File: config.mk
export PLATFORM = sky130hd
export DESIGN_NAME = pipe_latch_chain
export DESIGN_NICKNAME = d
export VERILOG_FILES = /design/src/rtl/pipe_latch_chain.sv
export SDC_FILE = /design/constraint.sdc
export NUM_CORES = 1
export LEC_CHECK = 0
export CORE_UTILIZATION = 54
export CTS_CLUSTER_SIZE = 8
export DETAILED_ROUTE_END_ITERATION = 8
export GPL_ROUTABILITY_DRIVEN = 0
export HOLD_SLACK_MARGIN = 0.03
export PLACE_DENSITY = 0.95
export SLEW_MARGIN = 40
export SYNTH_ARGS = -nofsm -noshare
export SYNTH_HDL_FRONTEND = slang
export SYNTH_SLANG_ARGS = --single-unit
File: constraint.sdc
create_clock -name clk_i -period 6.4 [get_ports clk_i]
set_clock_uncertainty 0.15 [all_clocks]
set_input_delay 1.28 -clock clk_i [delete_from_list [all_inputs] [get_ports clk_i]]
set_output_delay 1.28 -clock clk_i [all_outputs]
set_load 0.01 [all_outputs]
File: src/rtl/pipe_latch_chain.sv
// pipe_latch_chain: parametrised inter-stage pipeline register chain.
// DEPTH registered stages of WIDTH bits, each tagged with a valid bit, with
// ready/valid backpressure. Empty stages collapse so items keep advancing
// while the output is stalled. Flush and reset clear every stage.
//
// Ports:
//   clk_i        clock, rising edge
//   rst_i        synchronous active-high reset (priority over flush)
//   flush_i      synchronous clear of all stages
//   in_valid_i   upstream offers in_data_i
//   in_data_i    upstream payload
//   in_ready_o   chain accepts an item this cycle (combinational)
//   out_valid_o  last stage holds a valid item
//   out_data_o   last-stage payload, BUBBLE when invalid
//   out_ready_i  downstream consumes the item this cycle
//   count_o      registered number of valid stages
module pipe_latch_chain #(
   parameter int unsigned       WIDTH  = 32,
   parameter int unsigned       DEPTH  = 2,
   parameter logic [WIDTH-1:0]  BUBBLE = '0
) (
   input  logic                         clk_i,
   input  logic                         rst_i,
   input  logic                         flush_i,
   input  logic                         in_valid_i,
   input  logic [WIDTH-1:0]             in_data_i,
   output logic                         in_ready_o,
   output logic                         out_valid_o,
   output logic [WIDTH-1:0]             out_data_o,
   input  logic                         out_ready_i,
   output logic [$clog2(DEPTH+1)-1:0]   count_o
);

   localparam int unsigned CW = $clog2(DEPTH + 1);

   logic [DEPTH-1:0] v;
   logic [WIDTH-1:0] d [DEPTH];
   logic [DEPTH-1:0] en;
   logic [CW-1:0]    count;
   logic             accept;
   logic             consume;

   // Stage k may load when it or any stage downstream of it has a free slot,
   // or the output is being consumed. Walked from the output side inward.
   always_comb begin
      logic stall;
      stall = !out_ready_i;
      en    = '0;
      for (int k = int'(DEPTH) - 1; k >= 0; k--) begin
         stall = stall & v[k];
         en[k] = !stall;
      end
   end

   assign in_ready_o = en[0];
   assign accept     = in_valid_i & en[0];
   assign consume    = v[DEPTH-1] & out_ready_i;

   // Stage registers; an invalid source loads a bubble.
   always_ff @(posedge clk_i) begin
      if (rst_i || flush_i) begin
         v <= '0;
         for (int k = 0; k < int'(DEPTH); k++) begin
            d[k] <= BUBBLE;
         end
      end else begin
         if (en[0]) begin
            v[0] <= in_valid_i;
            d[0] <= in_valid_i ? in_data_i : BUBBLE;
         end
         for (int k = 1; k < int'(DEPTH); k++) begin
            if (en[k]) begin
               v[k] <= v[k-1];
               d[k] <= v[k-1] ? d[k-1] : BUBBLE;
            end
         end
      end
   end

   // Occupancy tracks accepts and consumes; cleared by flush or reset.
   always_ff @(posedge clk_i) begin
      if (rst_i || flush_i) begin
         count <= '0;
      end else begin
         count <= count + CW'(accept) - CW'(consume);
      end
   end

   assign out_valid_o = v[DEPTH-1];
   assign out_data_o  = d[DEPTH-1];
   assign count_o     = count;

endmodule

Yosys cells after proc, flatten, opt, wreduce, memory -nomap -nowiden

Memories as Yosys holds them, arrays and structs flattened.
Index checks and enable logic that the tools add are counted.

Muxes and demuxes: 12
Bitwise logic cells: 6
Reductions and logical operators: 3
Add/sub/neg operators: 2

Operators with widths:

| cell                      | number |
|---|---|
| two-way mux 32 bit        | 4 |
| two-way mux 1 bit         | 8 |
| bitwise AND 1 bit         | 4 |
| adder 2 x 1 -> 2 bit      | 1 |
| logical NOT 1 bit         | 2 |
| bitwise OR 1 bit          | 2 |
| subtractor 2 x 1 -> 2 bit | 1 |
| logical OR 1 bit          | 1 |

Bits in writable memories: 64
Output and inout bits: 36
Memories kept: 1
Register bits after elaboration: 4
Logic and storage cells: 27
Input port bits: 37

Memories:

| name | depth | width | rd ports | clocked after Yosys merged registers in | wr ports | line | RTL |
|---|---|---|---|---|---|---|---|
| d    | 2     | 32    | 2        | 0                                       | 2        | 37   | `logic [WIDTH-1:0] d [DEPTH];` |

Longest topological paths before layout

Depth after elaboration: 7
Depth in mapped cells: 9
Gate-level depth less buffers: 7

Worst setup path before layout

No wires, ideal clock.

Kind: in2out
Start point: input port out_ready_i
End point: output port in_ready_o
Cell stages on the path: 4
Path slack: 3.127 ns
Arrival time: 1.843 ns
Buffers on the path: 2
Data required time: 4.970 ns
Cell sequence: and3b_1 buf_2 clkbuf_2 inv_1

Longest elaborated chain between the ends: 4

Ends and longest elaborated chain:

| item                            | line | RTL |
|---|---|---|
| start: declaration              | 30   | `input logic out_ready_i,` |
| logical NOT 1 bit               | 47   | `stall = !out_ready_i;` |
| bitwise AND 1 bit (2 in series) | 50   | `stall = stall & v[k];` |
| logical NOT 1 bit               | 51   | `en[k] = !stall;` |
| end: declaration                | 27   | `output logic in_ready_o,` |

Every way passes these cells.

Final worst setup path

Ends and elaborated chain as after synthesis.

==> impl_metrics.prom <==
# TYPE chip_impl_metric gauge
chip_impl_metric{name="ys_types",unit=""} 22
chip_impl_info{name="critical_path.endpoint_type",value="output pin"} 1
chip_impl_metric{name="power-per-cell-area",unit="mW/mm^2"} 222
chip_impl_metric{name="power_frac_seq",unit="%"} 57.3
chip_impl_metric{name="worstMarginPinSlew",unit="ns"} 0.744
chip_impl_metric{name="cts.sinks",unit=""} 68
chip_impl_metric{name="route.antenna.remaining_nets",unit=""} 0
chip_impl_metric{name="share_clk_of_total_power",unit="%"} 37.4
chip_impl_metric{name="final_critical_path_time_including_i_o_delays_and_setup",unit="ns"} 4.37
chip_impl_metric{name="final_cell_area",unit="sq mm"} 0.00385
chip_impl_info{name="crit_path_start",value="out_ready_i"} 1
chip_impl_metric{name="synthArstFlopShare",unit="%"} 0
chip_impl_metric{name="netSwitchingPower",unit="mW"} 0.161
chip_impl_metric{name="grt_pass1_wl",unit="um"} 8400
chip_impl_metric{name="final-hold-violation-count",unit=""} 0
chip_impl_metric{name="path_max_fanout",unit=""} 36
chip_impl_metric{name="critical_path_arrival",unit="ns"} 2.94
chip_impl_metric{name="cts_resized",unit=""} 0
chip_impl_info{name="status",value="completed"} 1
chip_impl_metric{name="postSynthNetCount",unit=""} 238
chip_impl_metric{name="peakVddDrop",unit="V"} 0.000149
chip_impl_metric{name="synth_seq_cells",unit=""} 68
chip_impl_metric{name="timing_limited_maximum_frequency",unit="MHz"} 229
chip_impl_metric{name="die_width",unit="um"} 78.8
chip_impl_info{name="critical_path.reg2reg.startpoint",value="v[1]"} 1
chip_impl_metric{name="initial_antenna_violation_count",unit=""} 0
chip_impl_metric{name="finalHoldWorstSlack",unit="ns"} 0.353
chip_impl_info{name="netlist_top_cells_area",value="edfxtp_1, nor3b_2, and4b_1"} 1
chip_impl_info{name="slowest_stage",value="and3b_2"} 1
chip_impl_metric{name="detail_route.vias_per_cell",unit=""} 5.40
chip_impl_info{name="worstPathCellList",value="clkdlybuf4s50_1 -> and3b_2 -> inv_1 -> clkdlybuf4s50_1"} 1
chip_impl_metric{name="post-place-ws",unit="ns"} 2.04
chip_impl_metric{name="num_antenna_cells",unit=""} 0
chip_impl_info{name="worst_path_most_repeated_cell",value="clkdlybuf4s50_1"} 1
chip_impl_metric{name="worst_r2r_path_depth",unit=""} 3
chip_impl_info{name="clock_tree.root_cell",value="clkbuf_8"} 1
chip_impl_metric{name="clock_tree_buf_depth",unit=""} 2
chip_impl_metric{name="placement.io_buffers",unit=""} 72
chip_impl_metric{name="timing.setup.tns",unit="ns"} 0
chip_impl_metric{name="clk_transition_reported_paths",unit="ns"} 0.07
chip_impl_info{name="synth_top_area_cell",value="edfxtp_1"} 1
chip_impl_info{name="post-synth-top-count-cell",value="edfxtp_1"} 1
chip_impl_metric{name="synth-seq-area-share",unit="%"} 62.8
chip_impl_metric{name="rrSetupSlack",unit="ns"} 4.28
chip_impl_metric{name="yosysWarnings",unit=""} 0
chip_impl_metric{name="cts-htree-levels",unit=""} 3
chip_impl_metric{name="crit_required",unit="ns"} 4.97
chip_impl_metric{name="die-height",unit="um"} 78.8
chip_impl_metric{name="post_route_cells_drive_above_1_share",unit="%"} 20.2
chip_impl_metric{name="tightest_slew_margin_relative_to_the_limit",unit="%"} 50.2
chip_impl_metric{name="post_synthesis_instance_area",unit="sq mm"} 0.00319
chip_impl_metric{name="num_ports",unit=""} 73
chip_impl_metric{name="drt_first_iter_violations",unit=""} 90
chip_impl_info{name="crit_end",value="in_ready_o"} 1
chip_impl_info{name="synth_top_cells_by_count",value="edfxtp_1, and4b_1, buf_4"} 1
chip_impl_metric{name="cell_area_after_placement",unit="sq mm"} 0.00368
chip_impl_metric{name="post_synth_inst_count",unit=""} 199
chip_impl_metric{name="gr_util_all_layers",unit="%"} 19.0
chip_impl_metric{name="post_cts_hold_buffer_count",unit=""} 0
chip_impl_metric{name="synth-edff-count",unit=""} 64
chip_impl_metric{name="timing.critical_path.slowest_cell_delay",unit="ns"} 0.62
chip_impl_metric{name="final_min_period_over_clock_period",unit="%"} 68.2
chip_impl_metric{name="worst_skew_pair.late_latency",unit="ns"} 0.33
chip_impl_metric{name="via_count",unit=""} 1673
chip_impl_metric{name="final_routed_wirelength",unit="um"} 5240
chip_impl_metric{name="post_cts.repair.setup_buffers",unit=""} 0
chip_impl_metric{name="wl_per_cell",unit="um"} 16.9
chip_impl_metric{name="synthToLayoutAreaGrowth",unit="%"} 20.9
chip_impl_metric{name="final_critical_path_setup_slack",unit="ns"} 2.03
chip_impl_metric{name="die-area",unit="sq mm"} 0.00621
chip_impl_metric{name="first_global_vias",unit=""} 1665
chip_impl_metric{name="placement_rows",unit=""} 27
chip_impl_metric{name="grt_max_degree",unit=""} 38
chip_impl_metric{name="gr-total-overflow",unit=""} 0
chip_impl_metric{name="core",unit="sq mm"} 0.00561
chip_impl_metric{name="combinationalPowerShare",unit="%"} 5.3
chip_impl_metric{name="drt_pre_antenna_iters",unit=""} 4
chip_impl_metric{name="floorplan.initialDensity",unit="%"} 56.8
chip_impl_metric{name="leakage",unit="nW"} 1.45
chip_impl_metric{name="design.final.nets",unit=""} 272
chip_impl_info{name="clock_tree_from_tritoncts",value="yes"} 1
chip_impl_metric{name="drt_drc_violations_left",unit=""} 0
chip_impl_metric{name="final-max-slew-violation-count",unit=""} 0
chip_impl_metric{name="dpl.cell_count",unit=""} 294
chip_impl_info{name="hold_path.class",value="reg2reg"} 1
chip_impl_info{name="criticalPathCategory",value="in2out"} 1
chip_impl_metric{name="average_size_of_a_mapped_cell",unit="sq um"} 16.0
chip_impl_metric{name="yosys.area.top_type_share",unit="%"} 60.3
chip_impl_info{name="synth-main-ff-cell",value="edfxtp_1"} 1
chip_impl_info{name="worst_hold_startpoint",value="v[0]"} 1
chip_impl_metric{name="internal_power",unit="mW"} 0.695
chip_impl_info{name="setup_repair_after_global_routing_missed_its_margin",value="false"} 1
chip_impl_metric{name="non_filler_instances",unit=""} 310
chip_impl_info{name="r2r-end",value="d[0][62]"} 1
chip_impl_metric{name="tritoncts.num_buffers",unit=""} 9
chip_impl_info{name="start_kind",value="input pin"} 1
chip_impl_metric{name="max_cap_viol_count",unit=""} 0
chip_impl_metric{name="netSwitchingFraction",unit="%"} 18.8
chip_impl_metric{name="finalSetupViolCount",unit=""} 0
chip_impl_metric{name="hpwl_reported_at_the_end_of_detailed_placement",unit="um"} 3220
==> state kept, by name, summed over array words and instances (netlist names) <==
signal,cells
count_o,2
v,2
d,64
==> layer usage <==
metal  GRT usage [%]  vias to the layer above  part of all wire (%)
met4            12.0                        0                   2.2
met5               0                        -                     0
met2            31.7                       57                    53
li1                -                      794                     -
met1            22.0                      813                    40
met3            4.83                        9                   4.9
==> kinds of logic (layout without fill, tap and decap cells) <==
kind of cell | count (synthesis) | count (layout) | share of synthesized area (%)
AOI/OAI and AO/OA | 2 | 2 | 0.471
and+or+nand+nor | 74 | 74 | 24.1
adders and majority gates | 2 | 2 | 0.785
buffers and inverters | 52 | 91 | 11.1
xor gates and xnor gates | 1 | 1 | 0.706
DFF | 68 | 68 | 62.8
==> through the flow <==
stage	power (mW)	util [%]
after global routing	0.884	68.7
final	0.856	68.7
after CTS	0.864	68.8
after floorplan	0.517	-
after detailed placement	0.546	65.7
after global placement	0.543	65.4
==> area by class of cell <==
class	count	area, sq um
repair buffers	73	723
clock inverters	3	37.5
multi-input cells	79	856
inverters	2	7.51
clock buffers	13	139
flip-flops and latches	68	2000
well taps	72	90.1
fillers	393	1750
==> worst min-delay path by stage <==
stage	endpoint	cells past startpoint	slack [ns]
6_report	v[1]	1	0.35
5_1_grt	v[1]	1	0.37
4_1_cts	v[1]	1	0.35
3_5_place_dp	v[1]	1	0.32
3_3_place_gp	v[1]	1	0.33
2_1_floorplan	v[1]	1	0.30
==> power groups by stage <==
stage | Sequential (mW) | Clock, mW | Combinational (mW)
after floorplan | 0.499 | 0 | 0.0175
after global placement | 0.499 | 0 | 0.0437
after detailed placement | 0.500 | 0 | 0.0459
after CTS | 0.490 | 0.327 | 0.0463
after global routing | 0.491 | 0.345 | 0.0490
final | 0.490 | 0.320 | 0.0457
==> worst max-delay path: cells and delay by family <==
kind / cells / cell delay (ns)
buf+inv: 3 / 1.04
simple gates: 1 / 0.62
==> cell usage in the layout, fill, tap and decap left out, drive strengths merged, types with 2 or more instances in the layout <==
cell type and instances:
clkinv 2, buf 2, edfxtp 64, o21a 2, clkdlybuf4s50 71, nor3b 32
and4b 32, nand2 2, dfxtp 4, and2 2, ha 2, inv 2
clkbuf 13
(Power assumes the default switching activity.)
